==> src/rtl/delay_path_sequencer.sv <==
// rtl/delay_path_sequencer.sv - launch/time/accumulate controller for one delay path
// Optional DELAY_SEQ_MINMAX_EN adds per-run delay_min/delay_max outputs.
module delay_path_sequencer #(
    parameter int CNT_W      = 16,
    parameter int SETTLE_CYC = 8,
    parameter int TIMEOUT    = 1023,
    parameter bit INVERT     = 1'b0
) (
    input  logic             clk,
    input  logic             rst_n,
    input  logic             start,
    input  logic [7:0]       trials,
    input  logic [CNT_W-1:0] golden,
    input  logic [CNT_W-1:0] tolerance,
    output logic             path_input,
    input  logic             path_result,
    output logic             busy,
    output logic             done,
    output logic [CNT_W-1:0] delay_sum,
    output logic             timeout_err,
`ifdef DELAY_SEQ_MINMAX_EN
    output logic             suspect,
    output logic [CNT_W-1:0] delay_min,
    output logic [CNT_W-1:0] delay_max
`else
    output logic             suspect
`endif
);

    typedef enum logic [2:0] {
        IDLE,
        SETTLE,
        LAUNCH,
        WAIT,
        RECORD,
        DONE
    } stateT;

    localparam logic [CNT_W-1:0] TIMEOUT_V     = CNT_W'(TIMEOUT);
    localparam logic [CNT_W-1:0] SETTLE_LAST_V = CNT_W'((SETTLE_CYC > 0) ? SETTLE_CYC - 1 : 0);

    stateT            state;
    logic             resMeta;
    logic             resSync;
    logic [CNT_W-1:0] cnt;
    logic [7:0]       trialsLat;
    logic [7:0]       trialsDone;
    logic [CNT_W-1:0] goldenLat;
    logic [CNT_W-1:0] tolLat;

    logic             settled;
    logic [7:0]       trialsNext;
    logic [CNT_W:0]   sumWide;
    logic [CNT_W-1:0] sumNext;
    logic [CNT_W-1:0] absDiff;

    // The path has settled once the synchronized output matches what the current input implies.
    assign settled    = (resSync == (path_input ^ INVERT));
    assign trialsNext = trialsDone + 8'd1;
    assign sumWide    = {1'b0, delay_sum} + {1'b0, cnt};
    assign sumNext    = sumWide[CNT_W] ? {CNT_W{1'b1}} : sumWide[CNT_W-1:0];
    assign absDiff    = (delay_sum >= goldenLat) ? (delay_sum - goldenLat) : (goldenLat - delay_sum);

    always_ff @(posedge clk) begin
        if (!rst_n) begin
            state       <= IDLE;
            resMeta     <= 1'b0;
            resSync     <= 1'b0;
            cnt         <= '0;
            trialsLat   <= '0;
            trialsDone  <= '0;
            goldenLat   <= '0;
            tolLat      <= '0;
            path_input  <= 1'b0;
            busy        <= 1'b0;
            done        <= 1'b0;
            delay_sum   <= '0;
            timeout_err <= 1'b0;
            suspect     <= 1'b0;
`ifdef DELAY_SEQ_MINMAX_EN
            delay_min   <= {CNT_W{1'b1}};
            delay_max   <= '0;
`endif
        end else begin
            resMeta <= path_result;
            resSync <= resMeta;
            done    <= 1'b0;
            case (state)
                IDLE: begin
                    // The cycle carrying done still ignores start.
                    if (start && (trials != 8'd0) && !done) begin
                        trialsLat   <= trials;
                        goldenLat   <= golden;
                        tolLat      <= tolerance;
                        trialsDone  <= '0;
                        cnt         <= '0;
                        path_input  <= 1'b0;
                        delay_sum   <= '0;
                        timeout_err <= 1'b0;
                        suspect     <= 1'b0;
                        busy        <= 1'b1;
`ifdef DELAY_SEQ_MINMAX_EN
                        delay_min   <= {CNT_W{1'b1}};
                        delay_max   <= '0;
`endif
                        state       <= SETTLE;
                    end
                end
                SETTLE: begin
                    if ((cnt >= SETTLE_LAST_V) && settled) begin
                        state <= LAUNCH;
                    end else if (cnt >= TIMEOUT_V) begin
                        timeout_err <= 1'b1;
                        suspect     <= 1'b1;
                        state       <= DONE;
                    end else begin
                        cnt <= cnt + 1'b1;
                    end
                end
                LAUNCH: begin
                    path_input <= ~path_input;
                    cnt        <= '0;
                    state      <= WAIT;
                end
                WAIT: begin
                    if (settled) begin
                        state <= RECORD;
                    end else if (cnt >= TIMEOUT_V) begin
                        timeout_err <= 1'b1;
                        suspect     <= 1'b1;
                        state       <= DONE;
                    end else begin
                        cnt <= cnt + 1'b1;
                    end
                end
                RECORD: begin
                    delay_sum  <= sumNext;
                    trialsDone <= trialsNext;
`ifdef DELAY_SEQ_MINMAX_EN
                    if (cnt < delay_min) delay_min <= cnt;
                    if (cnt > delay_max) delay_max <= cnt;
`endif
                    cnt <= '0;
                    if (trialsNext == trialsLat) begin
                        state <= DONE;
                    end else begin
                        state <= SETTLE;
                    end
                end
                DONE: begin
                    if (absDiff > tolLat) suspect <= 1'b1;
                    busy  <= 1'b0;
                    done  <= 1'b1;
                    state <= IDLE;
                end
                default: begin
                    state <= IDLE;
                end
            endcase
        end
    end

endmodule

==> config.mk <==
export PLATFORM = sky130hd
export DESIGN_NAME = delay_path_sequencer
export DESIGN_NICKNAME = d
export VERILOG_FILES = /design/src/rtl/delay_path_sequencer.sv
export SDC_FILE = /design/constraint.sdc
export NUM_CORES = 1
export LEC_CHECK = 0
export ABC_AREA = 1
export CORE_UTILIZATION = 59
export CTS_CLUSTER_DIAMETER = 50
export DETAILED_ROUTE_END_ITERATION = 8
export PLACE_DENSITY_LB_ADDON = 0.1
export SYNTH_ARGS = -nofsm -noshare
export SYNTH_HDL_FRONTEND = slang
export SYNTH_SLANG_ARGS = --single-unit
==> constraint.sdc <==
create_clock -name clk -period 3.6 [get_ports clk]
set_input_delay 1.08 -clock clk [delete_from_list [all_inputs] [get_ports clk]]
set_output_delay 1.08 -clock clk [all_outputs]
set_load 0.03 [all_outputs]
* After elaboration in Yosys (flattened, before gate mapping)
Cells that the tools add are included.
Word-level totals: register bits after elaboration 90, input port bits 44, output and inout bits 21, logic and storage cells 85
Cells by class: add/sub/neg operators 5, magnitude comparators 4, equality and inequality tests 11, muxes and demuxes 30, bitwise logic cells 1, reduce and logical (&&, ||, !) cells 20
Operators by type and width (number):
- two-way mux 16 bit | 6
- one-hot mux 16 bit (4 select lines) | 1
- one-hot mux 16 bit (2 select lines) | 1
- subtractor 16 bit | 2
- adder 16 x 16 -> 17 bit | 1
- adder 16 x 1 -> 16 bit (second input constant) | 1
- greater-or-equal comparator 16 x 10 -> 1 bit (second input constant) | 1
- greater-or-equal comparator 16 bit | 1
- greater-or-equal comparator 16 x 3 -> 1 bit (second input constant) | 1
- greater-than comparator 16 bit | 1
- one-hot mux 8 bit (2 select lines) | 1
- two-way mux 3 bit | 5
- one-hot mux 3 bit (5 select lines) | 1
- two-way mux 1 bit | 10
- adder 8 x 1 -> 8 bit (second input constant) | 1
- equality test 8 bit | 1
- two-way mux 8 bit | 1
- inequality test 2 bit (second input constant) | 4
- AND reduction 2 bit | 4
- AND reduction 4 bit | 2
- nonzero test 4 bit | 2
- nonzero test 8 bit | 1
- equality test 3 x 2 -> 1 bit (second input constant) | 2
- equality test 3 bit (second input constant) | 2
- 13 further kinds | 18

* Longest topological paths before layout
Gate-level depths: netlist (run 1).
word-level depth 5, gate-level depth with buffers 29, depth with buffers taken out 27

* Worst setup path after synthesis (run 1)
OpenSTA, ideal clock, no wires.
path type reg2reg, start register delay_sum[2], end register suspect, arrival time 2923 ps, slack 562 ps, cell stages (with the launch flop) 26, buffers on the path 2, clock period less this slack 3038 ps, cells stage by stage dfxtp_1 inv_1 ha_1 buf_2 nand2_1 inv_1 nand2_1 nand2_1 nand2_1 o211ai_2 nand2_1 nand3_4 inv_2 buf_6 nand2_1 nand2_1 inv_1 ha_1 a21oi_1 o21ai_0 a21oi_1 nand2_1 nand2_1 nand2_1 a21oi_1 nor2_1
On the way: cells in the longest elaborated chain, start to end 5, elaborated cells on any way between the ends 7
Ends and longest elaborated chain:
- from (decl) | line 19 | output logic [CNT_W-1:0] delay_sum,
- from (signal assigned) | line 137 | delay_sum <= sumNext;
- subtractor 16 bit or greater-or-equal comparator 16 bit (tied branches) | line 62 | assign absDiff = (delay_sum >= goldenLat) ? (delay_sum - goldenLat) : (goldenLat - delay_sum);
- two-way mux 16 bit (*) | line 62
- greater-than comparator 16 bit (*) | line 151 | if (absDiff > tolLat) suspect <= 1'b1;
- inequality test 2 bit (no source line) (*)
- AND reduction 5 bit (no source line) (*)
- to (signal assigned) | line 79 | suspect <= 1'b0;
- to (signal assigned) | line 100 | suspect <= 1'b0;
- to (signal assigned) | line 151
- to (decl) | line 26 | output logic suspect
Mark *: on every way between the ends. The rest lies on a longest branch, timed or not. A chain may end at the register's enable or synchronous reset.

* Worst setup path in the final report (run 1)
start register delay_sum[0], end register suspect
The elaborated chain is that of the path after synthesis.

==> summary.md, run 1 <==
| Metric | Value |
|---|---|
| Outcome | `complete, but fails checks` |
| Failing checks | `DRC` |
| Post-synth EDFFs | `0` |
| Largest net degree at the start of global routing | `44` |
| Grt ovf | `0` |
| CTS root buffer | `clkbuf_16` |
| # IOs | `65` |
| Cell accounting for the most synthesized area | `dfxtp_1` |
| P_leak | `between 3 and 4 nW` |
| Synth warn | `0` |
| Die width | `about 110 um` |
| Routed WL | `19040 um` |
| Die ar. | `12360 um2` |
| Final slew viol count | `0` |
| Initial Util | `0.6106` |
| Endpoints failing hold | `0` |
| RSZ-0062 raised after global routing | `no` |
| Slew HR | `0.4858` |
| Crit path max fanout | `12` |
| R2R depth | `23` |
| Synth async-reset ratio | `0` |
| Skew final | `0.01216 ns` |
| Crit-path leading delay family | `adder cells` |
| R2r endpoint | `suspect` |
| Finished Core Util | `0.7131` |
| Crit path kind | `reg -> reg` |
| Final Net Count | `1294` |
| Req. time, crit path | `3.85 ns` |
| Global placer's final weighted congestion | `about 1` |
| IR drop worst, VDD | `about 0.31 mV` |
| Detailed Place HPWL | `14920 um` |
| First-pass GRT wire length | `31910 um` |
| IO Port Bufs | `64` |
| ANT nets after route | `0` |
| Top cells by area, synth | `dfxtp_1, nand2_1, ha_1` |
| Pre-Repair DR Iteration Count | `8` |
| Fraction of layout cells with a size suffix above 1 | `0.05813` |
| CTS tree | `built` |
| CTS Buffer Depth | `2` |
| Most used cell, CP | `nand2_1` |
| Clk slew on worst S/H paths | `0.07 ns` |
| Achievable Freq | `between 0.3 and 0.4 GHz` |
| CTS Hold Buffers Added | `0` |
| Period utilisation layout | `0.8804` |
| Iter 0 DRT Violations | `~500` |
| Final setup viols | `0` |
| DR vias | `7192` |
| HP Class | `reg -> reg` |
| Post-DR vias/cell | `5.408` |
| CP Capture Type | `flop` |
| Seq/Total Area, Yosys | `0.2562` |
| Syn_nets | `around 1200` |
| Initial antenna violation count | `0` |
| Fin area | `~8200 um2` |
| CTS Sinks | `90` |
| Synthesized cell area | `7032 um2` |
| Number of synthesized register bits | `90` |
| Final min period | `~3.2 ns` |
| Stages on the worst setup path | `23` |
| Slew @ Worst Pin | `0.7713 ns` |
| Worst r2r src | `delay_sum[0]` |
| Skew-Pair Late Insertion Delay | `0.35 ns` |
| CP max-delay cell | `fa_1` |
| Arr. time, crit path | `3.42 ns` |
| Post-Synthesis Cells | `1111` |
| Yosys cell types | `42` |
| Core box area | `about 12000 um2` |
| Die span in y | `111.2 um` |
| Synth-to-layout area growth | `16.78%` |
| Critical path's largest stage delay | `0.44 ns` |
| Synth top area share | `0.2562` |
| Startpoint Class | `flop` |
| DP Area | `7859 um2` |
| Synth Flop Type | `dfxtp_1` |
| Hold path endpoint | `resSync` |
| CP Buf/Inv Count | `4` |
| DRC errors left | `2` |
| Mapped Avg Cell Area | `approximately 6.3 um2` |
| Vias in the first global route | `6822` |
| H-tree Lvls | `3` |
| Max-cap violation count | `0` |
| R2r setup slk | `0.43 ns` |
| # rows | `39` |
| Tot Pwr | `0.002916 W` |
| Diode count | `0` |
| Power per Cell Area | `355.1 nW/um2` |
| Number of buffers created by CTS | `9` |
| Worst hold start | `resMeta` |
| Critical path cell sequence | `inv_1 -> ha_1 -> inv_1 -> fa_1 -> nand2_1 -> nand2_1 -> nand2_1 -> o211ai_2 -> nand2_1 -> nand3_4 -> inv_6 -> nand2_1 -> nand2_1 -> inv_1 -> ha_1 -> a21oi_1 -> o21ai_0 -> a21oi_1 -> nand2_1 -> nand2_1 -> nand2_1 -> a21oi_1 -> nor2_1` |
| WL/cell | `14.32 um` |
| Hold Path Stages | `2` |
| GRT Util Overall | `0.3204` |
| Setup TNS | `0 ns` |
[sequential cells by signal, indices dropped and copies added (netlist names), 3 cells and up]
name        count
cnt            16
state           3
trialsLat       8
delay_sum      16
tolLat         16
trialsDone      8
goldenLat      16
[cell families (layout without fill, tap and decap cells)]
logic type	Yosys count	in the layout	synth area share
and+or+nand+nor	516	516	0.3055
AOI/OAI and AO/OA	222	222	0.1705
buffers and inverters	183	259	0.1037
DFF	90	90	0.2562
adders and majority gates	68	68	0.1242
xor gates and xnor gates	32	32	0.03986
[placed cells by master, fill, tap and decap left out, types with 3 or more instances in the layout]
cell,instances
clkbuf_16,9
ha_1,65
inv_1,149
nand3_1,57
inv_6,4
nor3_1,9
a21oi_2,5
nand2_1,320
inv_2,5
o21ai_1,4
nand2_2,6
a21o_1,5
clkdlybuf4s50_1,64
dfxtp_1,90
fa_1,3
xnor2_1,12
nand4_1,8
xor2_1,20
o21a_1,4
o21ai_0,68
nand3b_1,4
buf_4,23
nor2_1,100
a21oi_1,126
[worst max path at each step]
stage                  from  endpoint  slack (ns)
2_1_floorplan  delay_sum[2]   suspect        0.56
3_3_place_gp   delay_sum[0]   suspect        0.39
3_5_place_dp   delay_sum[0]   suspect        0.30
4_1_cts        delay_sum[0]   suspect        0.23
5_1_grt        delay_sum[0]   suspect        0.01
6_report       delay_sum[0]   suspect        0.43
[tightest hold or removal path: cells and delay by family (launching register included)]
family / cells / cell delay (ns)
flops: 1 / 0.31
simple gates: 1 / 0.05
buf+inv: 1 / 0.04
[layout make-up]
cell class                      instances  area (um2)
Timing Repair Buffer                   87       813.3
Sequential cell                        90        1802
Inverter                              156       590.6
Multi-Input combinational cell        838        4514
Clock buffer                            9       225.2
Tap cell                              143       178.9
Clock inverter                          7       87.58
Fill cell                            1053        3304
[where the power goes]
| group | internal [W] | switching, W | total [W] |
|---|---|---|---|
| Sequential | 0.00104 | 0.0000236 | 0.00107 |
| Clock | 0.000557 | 0.000445 | 0.00100 |
| Combinational | 0.000323 | 0.000524 | 0.000847 |
| Total | 0.00192 | 0.000993 | 0.00292 |
[per-layer routing]
metal,vias up,global-route usage,part of all wire
met5,-,0,0
met4,0,0.1243,0.034
met3,53,0.05413,0.044
met2,191,0.5429,0.46
met1,3234,0.4046,0.46
li1,3714,-,-
[stage by stage]
step	instances	hold WS, ns	setup slack (ns)
after global routing	1330	0.4533	0.01188
after floorplan	1111	0.3905	0.5623
after detailed placement	1310	0.4073	0.2999
final	1330	0.4249	0.4307
after CTS	1326	0.4258	0.2297
after global placement	1310	0.4047	0.3879
[cell usage after synthesis, types with 2 or more instances]
library cell  number
a211oi_1           2
o21ai_1            3
fa_1               3
clkbuf_1          14
nand2_1          320
buf_4              2
a21oi_1          126
o21a_1             4
nand3b_1           4
a21oi_2            5
nand4_1            8
a21o_1             5
nand3_1           57
inv_1            149
xor2_1            20
buf_2              9
nor2_1           100
ha_1              65
and2_1             2
xnor2_1           12
o211ai_2           2
nor2_4             2
dfxtp_1           90
o21bai_1           2
inv_2              6
o21ai_0           69
nor3_1            10
nand2_2            6
[what timing repair did]
action / 4_1_cts / 5_1_grt
buffers inserted: 0 / 4
gates resized for setup: 0 / 4
endpoints found under the hold margin: 0 / 0
setup endpoints to repair: 0 / 1
Note: power is estimated with default switching activity, not from simulation.
==> run 2: changes to the inputs <==
- SKIP_CTS_REPAIR_TIMING: not set -> 1
==> results of run 2 <==
No change in the layout: final DEF, timing and power equal those of run 1.
